$ cat src/rtl/pipe_hazard_ctrl.sv
// Depth-configurable instruction pipeline sequencer: per-stage valid tracking, stall/flush, load-use
// detection and EX forwarding selects. Define PIPE_HAZARD_FWD_EN to build the forwarding variant.

// Opcode classifier, one instance per stage register.
module phc_decode (
  input  logic [6:0] opcode,
  output logic       wr,
  output logic       ld,
  output logic       use1,
  output logic       use2
);
  always_comb begin
    wr   = 1'b0;
    use1 = 1'b1;
    use2 = 1'b0;
    ld   = (opcode == 7'b0000011);
    case (opcode)
      7'b0110011, 7'b0010011, 7'b0000011, 7'b1100111: wr = 1'b1;
      7'b1101111, 7'b0110111, 7'b0010111: begin
        wr   = 1'b1;
        use1 = 1'b0;
      end
      default: ;
    endcase
    case (opcode)
      7'b0110011, 7'b0100011, 7'b1100011: use2 = 1'b1;
      default: ;
    endcase
  end
endmodule

module pipe_hazard_ctrl #(
  parameter int NUM_STAGES = 5,
  parameter int DATA_W     = 32,
  parameter int FWD_W      = $clog2(NUM_STAGES)
) (
  input  logic                             clk,
  input  logic                             rst,
  input  logic                             enable,
  input  logic [DATA_W-1:0]                instr_in,
  input  logic                             flush,
  output logic [(NUM_STAGES-1)*DATA_W-1:0] stage_instr,
  output logic [NUM_STAGES-2:0]            stage_valid,
  output logic                             stall_if,
  output logic [FWD_W-1:0]                 fwd_a,
  output logic [FWD_W-1:0]                 fwd_b,
  output logic [4:0]                       wb_rd,
  output logic                             wb_we
);
  localparam int WB = NUM_STAGES - 1;
  localparam logic [DATA_W-1:0] BUBBLE = DATA_W'(32'h0000_0013);

  logic [WB:1][DATA_W-1:0] instr_pipe;
  logic [WB:1]             vld_pipe;
  logic [WB:1]             wr, ld, use1, use2, live_wr, dep;
  logic [WB:1][4:0]        rd, rs1, rs2;

  for (genvar k = 1; k <= WB; k++) begin : g_stage
    assign rd[k]  = instr_pipe[k][11:7];
    assign rs1[k] = instr_pipe[k][19:15];
    assign rs2[k] = instr_pipe[k][24:20];
    phc_decode u_dec (
      .opcode (instr_pipe[k][6:0]),
      .wr     (wr[k]),
      .ld     (ld[k]),
      .use1   (use1[k]),
      .use2   (use2[k])
    );
    // x0 writes and bubbles never produce a dependency
    assign live_wr[k] = vld_pipe[k] & wr[k] & (rd[k] != 5'd0);
    assign dep[k]     = live_wr[k] & vld_pipe[1] &
                        ((use1[1] & (rs1[1] == rd[k])) | (use2[1] & (rs2[1] == rd[k])));
  end

  always_comb begin
    stall_if = 1'b0;
`ifdef PIPE_HAZARD_FWD_EN
    // a load still short of WB cannot be forwarded in time for the consumer's EX
    for (int k = 2; k <= WB - 2; k++)
      if (dep[k] && ld[k]) stall_if = 1'b1;
`else
    for (int k = 2; k <= WB; k++)
      if (dep[k]) stall_if = 1'b1;
`endif
    if (flush) stall_if = 1'b0;
  end

`ifdef PIPE_HAZARD_FWD_EN
  // scan oldest to youngest so the youngest matching writer overrides
  always_comb begin
    fwd_a = '0;
    fwd_b = '0;
    for (int k = WB; k >= 3; k--) begin
      if (live_wr[k] && (!ld[k] || k == WB)) begin
        if (vld_pipe[2] && use1[2] && rs1[2] == rd[k]) fwd_a = FWD_W'(k);
        if (vld_pipe[2] && use2[2] && rs2[2] == rd[k]) fwd_b = FWD_W'(k);
      end
    end
  end
`else
  assign fwd_a = '0;
  assign fwd_b = '0;
`endif

  always_ff @(posedge clk) begin
    if (rst) begin
      instr_pipe <= {WB{BUBBLE}};
      vld_pipe   <= '0;
    end else if (enable) begin
      for (int k = 3; k <= WB; k++) begin
        instr_pipe[k] <= instr_pipe[k-1];
        vld_pipe[k]   <= vld_pipe[k-1];
      end
      if (flush) begin
        instr_pipe[1] <= BUBBLE;
        vld_pipe[1]   <= 1'b0;
        instr_pipe[2] <= BUBBLE;
        vld_pipe[2]   <= 1'b0;
      end else if (stall_if) begin
        instr_pipe[2] <= BUBBLE;
        vld_pipe[2]   <= 1'b0;
      end else begin
        instr_pipe[1] <= instr_in;
        vld_pipe[1]   <= 1'b1;
        instr_pipe[2] <= instr_pipe[1];
        vld_pipe[2]   <= vld_pipe[1];
      end
    end
  end

  assign stage_instr = instr_pipe;
  assign stage_valid = vld_pipe;
  assign wb_rd       = rd[WB];
  assign wb_we       = live_wr[WB];

  // decode fields not consumed at every stage
  logic unused_ok;
  assign unused_ok = ^{instr_pipe, wr, ld, use1, use2, rd, rs1, rs2, dep, live_wr};
endmodule

$ cat config.mk
export PLATFORM = sky130hd
export DESIGN_NAME = pipe_hazard_ctrl
export DESIGN_NICKNAME = d
export VERILOG_FILES = /design/src/rtl/pipe_hazard_ctrl.sv
export SDC_FILE = /design/constraint.sdc
export NUM_CORES = 1
export LEC_CHECK = 0
export BUFFER_PORTS_ARGS = -buffer_cell sky130_fd_sc_hd__buf_2
export CAP_MARGIN = 20
export CORE_UTILIZATION = 53
export DETAILED_ROUTE_END_ITERATION = 16
export PLACE_DENSITY = 0.77
export REMOVE_ABC_BUFFERS = 1
export SYNTH_ARGS = -nofsm -noshare
export SYNTH_HDL_FRONTEND = slang
export SYNTH_HIERARCHICAL = 1
export SYNTH_SLANG_ARGS = --single-unit
$ cat constraint.sdc
create_clock -name clk -period 2.6 [get_ports clk]
set_input_delay 0 -clock clk [delete_from_list [all_inputs] [get_ports clk]]
set_output_delay 0 -clock clk [all_outputs]
set_load 0.02 [all_outputs]
==> results by group, run 1 <==
Outcome
  • Status: finished, final reports clean

Global route
  • First-pass GRT wire length: approximately 25000 um
  • Largest net degree at the start of global routing: about 110
  • Gr ovfl total: 0
  • Vias in the first global route: 5058
  • Gr usage total: 0.261
  • Initial antenna violation count: 0

Routing
  • # DRC: 0
  • First-pass iteration count of the detailed router: 4
  • 1st-iter DRT viols: 333
  • Via count: 5529
  • WL/cell: approximately 16 um
  • Post-route ant nets: 0
  • Avg Vias per Cell: 5.61
  • Drt total wl: 15800 um

Power and ir drop
  • Register share of total power: 0.424
  • Peak VDD IR: 0.449 mV
  • Pwr Total: 4.97 mW
  • LEAKAGE: 3.51 nW
  • Switching share of power: 0.235
  • Comb pwr share: 0.087
  • Psw: 1.17 mW
  • Clock power frac: 0.489
  • Pwr dens: 611 nW/um^2
  • Internal power: 3.80 mW

Setup path
  • CP endpoint kind: output pin
  • Setup crit start: stage_instr[103]
  • Worst Path Required: 2.60 ns
  • R2r startpoint: stage_instr[103]
  • Critical path fanouts, max: 10
  • Setup crit start kind: flop
  • Arr. time, crit path: between 2 and 3 ns
  • WS Path Type: reg -> out

Timing
  • Period utilisation layout: 0.990
  • RSZ-0062 raised after global routing: yes
  • Min cycle time layout: 2.57 ns
  • Final hold slack: ~0.13 ns
  • Worst-case clock skew: 0.00510 ns
  • Slew Limit Fails: 0
  • Relative slew slack: 0.287
  • Fmax: about 0.39 GHz
  • Slew @ Worst Pin: 1.07 ns
  • Final setup vio count: 0
  • Final Hold Vio Count: 0

Flow run
  • Max-Cap Viols: 0

CTS
  • CTS sink count: 132
  • Htree depth: 4
  • Worst skew pair latency: about 0.42 ns
  • CTS root buf: clkbuf_16
  • Worst-path clk slew: approximately 0.060 ns
  • CTS Buffer Depth: 2
  • CTS tree: built
  • Clock buffer count from CTS: 17

Final layout
  • Filler cells: between 800 and 900
  • Ant diodes: 0
  • P&R area growth vs syn: 30.7%
  • Commonest non-fill, non-tap cell in the layout: buf_2
  • Layout cell share with drive strength beyond 1: 0.378
  • Most frequent cells in the layout: buf_2, dfxtp_1, nor2_1
  • Final net count: 866
  • Sequential cell area: 2650 sq um
  • Multi-input gate area: 3240 sq um

Place
  • HPWL after detailed placement: 9780 um
  • Count of input and output buffers: around 170
  • Gp weighted congestion: 0.896

Synthesis
  • Synth warn: 6
  • Gate count of the mapped netlist: 655
  • Avg Synthesized Cell Area: around 9.5 sq um
  • Mapped Area: 6220 sq um

Floorplan
  • Die Width: 110 um
  • # rows: 39
  • Die footprint: between 10000 and 15000 sq um
  • Core area: 11400 sq um
  • Initial Util: 0.544
  • Boundary Pins: 181
  • Die H: 110 um

Min path
  • Class of the worst hold path: in -> reg
  • Min-delay src: enable
[layer usage]
layer | share of wire | vias up | track usage
li1 | - | 2658 | -
met3 | 0.040 | 30 | 0.0617
met5 | 0 | - | 0
met1 | 0.45 | 2673 | 0.324
met2 | 0.49 | 168 | 0.432
met4 | 0.021 | 0 | 0.113
[per-stage QoR]
step	setup WS (ns)	util	setup TNS, ns	cells	instance area, sq um
4_1_cts	-0.00318	0.704	-0.00318	983	8040
2_1_floorplan	-3.99	-	-214.55	580	5810
3_5_place_dp	-0.0348	0.618	-0.0880	917	7060
6_report	0.0267	0.712	0	986	8130
3_3_place_gp	0.108	0.618	0	917	7060
5_1_grt	-0.0516	0.712	-0.131	986	8130
[final timing paths]
check | to | cells past startpoint | slack, ns
worst max register to register | stage_instr[63] | 8 | 0.08
worst max-delay path | stall_if | 7 | 0.03
worst min-delay path | stage_instr[62] | 3 | 0.13
worst min register to register | stage_instr[110] | 2 | 0.48
[what timing repair did]
item                       in CTS  in global routing
gates resized for setup         5                 14
gates cloned                    1                  0
pin swaps                       1                  3
buffers inserted                1                  3
hold endpoints to repair       32                  0
hold buffers                   32                  0
setup endpoints to repair      10                 60
[flip-flops by register name (all words and copies together) (netlist names)]
register     cells
stage_instr    128
stage_valid      4
[layout make-up]
class / instances / share of cell area
flip-flops and latches: 132 / 0.326
repair buffers: 231 / 0.178
clock buffers: 19 / 0.0557
multi-input cells: 448 / 0.399
clock inverters: 13 / 0.0194
well taps: 143 / 0.0220
[critical path, stage by stage (launching register included)]
cell and delay (ns):
dfxtp_1 0.31, or3_1 0.37, o311a_1 0.32, and2_0 0.16
a222oi_1 0.38, bufbuf_16 0.36, nor2_1 0.05, buf_2 0.20
[power by group through the flow]
stage	Sequential (mW)	Clock [mW]	Combinational, mW
2_1_floorplan	2.18	0	0.142
3_3_place_gp	2.14	0	0.373
3_5_place_dp	2.15	0	0.380
4_1_cts	2.10	2.46	0.422
5_1_grt	2.11	2.56	0.467
6_report	2.11	2.43	0.432
Power figures use the tool's default switching activity.
==> run 2: changes to the inputs <==
==> constraint.sdc (replaced) <==
create_clock -name clk -period 2.6 [get_ports clk]
set_input_delay 0.52 -clock clk [delete_from_list [all_inputs] [get_ports clk]]
set_output_delay 0.52 -clock clk [all_outputs]
set_load 0.02 [all_outputs]
==> run 2 against run 1 <==
- the run now ends with negative setup slack left
- fmax down 8.0%
- register-to-register slack worse by 0.10 ns
- die area unchanged
- via count down 2.8%
- routed wire length down 1.2%
- worst setup slack worse by 0.22 ns
- power down 1.9%
- count of clock-buffer cells in the layout up 5
- critical path depth unchanged
- largest cell class unchanged
- highest routed layer unchanged
==> results by group, run 2 (same netlist as run 1, synthesis figures left out) <==
Setup path
  • WS Path Type: reg -> out
  • Critical path fanouts, max: 2
  • Crit path largest cell delay: 0.36 ns
  • Crit path max-delay cell type: or3_1
  • Worst r2r dst: stage_instr[1]
  • R2R depth: 10
  • CP endpoint: stall_if
  • Worst Path Required: 2.08 ns
  • Arr. time, crit path: ~2.3 ns
  • R2r startpoint: stage_instr[64]
  • R2r setup slk: -0.02 ns
  • CP endpoint kind: output pin
  • Setup crit start: stage_instr[103]
  • Setup crit start kind: flop
  • Crit path cell chain: or3_1, o311a_1, and2_1, a222oi_1, buf_4, nor2_2, buf_6

Routing
  • WL/cell: 16.3 um
  • Post-route ant nets: 0
  • 1st-iter DRT viols: about 320
  • Drt total wl: 15600 um
  • Via count: 5376
  • # DRC: 0
  • Avg Vias per Cell: about 5.6
  • First-pass iteration count of the detailed router: 4

Timing
  • Final hold slack: 0.397 ns
  • Fmax: 0.358 GHz
  • Setup_tns: -0.228 ns
  • Min cycle time layout: 2.80 ns
  • RSZ-0062 raised after global routing: yes
  • Worst-case clock skew: 0.00941 ns
  • Slew Limit Fails: 0
  • Setup WS post-layout: -0.197 ns
  • Final setup vio count: 3
  • Final Hold Vio Count: 0
  • Slew @ Worst Pin: around 0.64 ns
  • Relative slew slack: 0.576
  • Period utilisation layout: 1.08

CTS
  • Worst-path clk slew: approximately 0.060 ns
  • Worst skew pair latency: 0.41 ns
  • Clock buffer count from CTS: 17
  • CTS sink count: between 100 and 150
  • CTS Buffer Depth: 2
  • CTS root buf: clkbuf_16
  • Htree depth: 4
  • CTS tree: built

Floorplan
  • Die footprint: roughly 12000 sq um
  • Initial Util: 0.544
  • # rows: 39
  • Die H: roughly 110 um
  • Die Width: about 110 um
  • Boundary Pins: about 180
  • Core area: 11400 sq um

Min path
  • Class of the worst hold path: in -> reg
  • Hold Path Cell Cnt: 3

Flow run
  • Max-Cap Viols: 0

Global route
  • Gr usage total: 0.259
  • Largest net degree at the start of global routing: 81
  • Vias in the first global route: between 4000 and 5000
  • Gr ovfl total: 0
  • First-pass GRT wire length: 24400 um
  • Initial antenna violation count: 0

Final layout
  • Layout cell share with drive strength beyond 1: 0.391
  • Commonest non-fill, non-tap cell in the layout: buf_2
  • Ant diodes: 0
  • Most frequent cells in the layout: buf_2, dfxtp_1, nor2_1, or3b_2, mux2i_1
  • Max reg flops: ~130
  • Final net count: about 840
  • P&R area growth vs syn: 25.1%
  • Filler cells: 958
  • Non-Filler Instances: 956
  • Core Util, Final: 0.681
  • Final Instance Area: about 7800 sq um

Place
  • Worst slack at placement: -0.0482 ns
  • Count of input and output buffers: 174
  • Gp weighted congestion: approximately 0.9
  • Post-Place Cells: 921
  • HPWL after detailed placement: 10300 um
  • Area post-placement: between 7000 and 8000 sq um

Outcome
  • Status: finished with violations
  • Violated checks: negative setup slack

Power and ir drop
  • Pwr dens: 627 nW/um^2
  • Pwr Total: 4.87 mW
  • LEAKAGE: 3.36 nW
  • Peak VDD IR: between 0.4 and 0.5 mV
run 2: changes by cell type in the layout (fill, tap and decap cells not counted), moves of 2 or more:
cell	previous run	this run
clkbuf_1	0	3
o31ai_1	27	30
o31ai_2	3	0
dlygate4sd3_1	32	0
clkbuf_8	2	4
clkinvlp_4	4	2
buf_4	21	25
run 2: worst min-delay path by stage:
stage,to,start
2_1_floorplan,stage_instr[39],stage_instr[7]
3_3_place_gp,stage_instr[111],stage_instr[111]
3_5_place_dp,stage_instr[117],stage_instr[117]
4_1_cts,stage_instr[3],instr_in[3]
5_1_grt,stage_instr[8],instr_in[8]
6_report,stage_instr[3],instr_in[3]
run 2: per-layer routing:
metal | up-vias | wire [um] | global-route usage | part of all wire
met4 | 0 | 409 | 0.107 | 0.026
met3 | 36 | 806 | 0.0517 | 0.052
met2 | 172 | 7750 | 0.438 | 0.50
met1 | 2574 | 6640 | 0.321 | 0.43
met5 | - | 0 | 0 | 0
li1 | 2594 | - | - | -
run 2: worst max-delay path, delay by kind of cell (launching register included):
family	cells	cell delay (ns)
buffers and inverters	2	0.37
AO/OA/AOI/OAI	2	0.64
flip-flops	1	0.30
AND/OR/NAND/NOR	3	0.55
run 2: timing repair:
item	4_1_cts	5_1_grt
cloned	0	0
endpoints found under the setup margin	3	55
hold buffers	0	0
resized for setup	12	8
setup buffers	2	1
pin swaps	4	4
run 2: layout make-up:
type                    count  area [sq um]  area share
clock inverters             8          98.8      0.0127
well taps                 143           179      0.0230
flip-flops and latches    132          2650       0.341
multi-input cells         448          3230       0.415
clock buffers              24           492      0.0632
repair buffers            201          1130       0.145
run 2: where the power goes:
| part | switching [mW] | internal, mW | leakage (nW) |
|---|---|---|---|
| Clock | 0.855 | 1.51 | 0.286 |
| Sequential | 0.0479 | 2.06 | 1.07 |
| Combinational | 0.236 | 0.165 | 2.00 |
| Total | 1.14 | 3.73 | 3.36 |
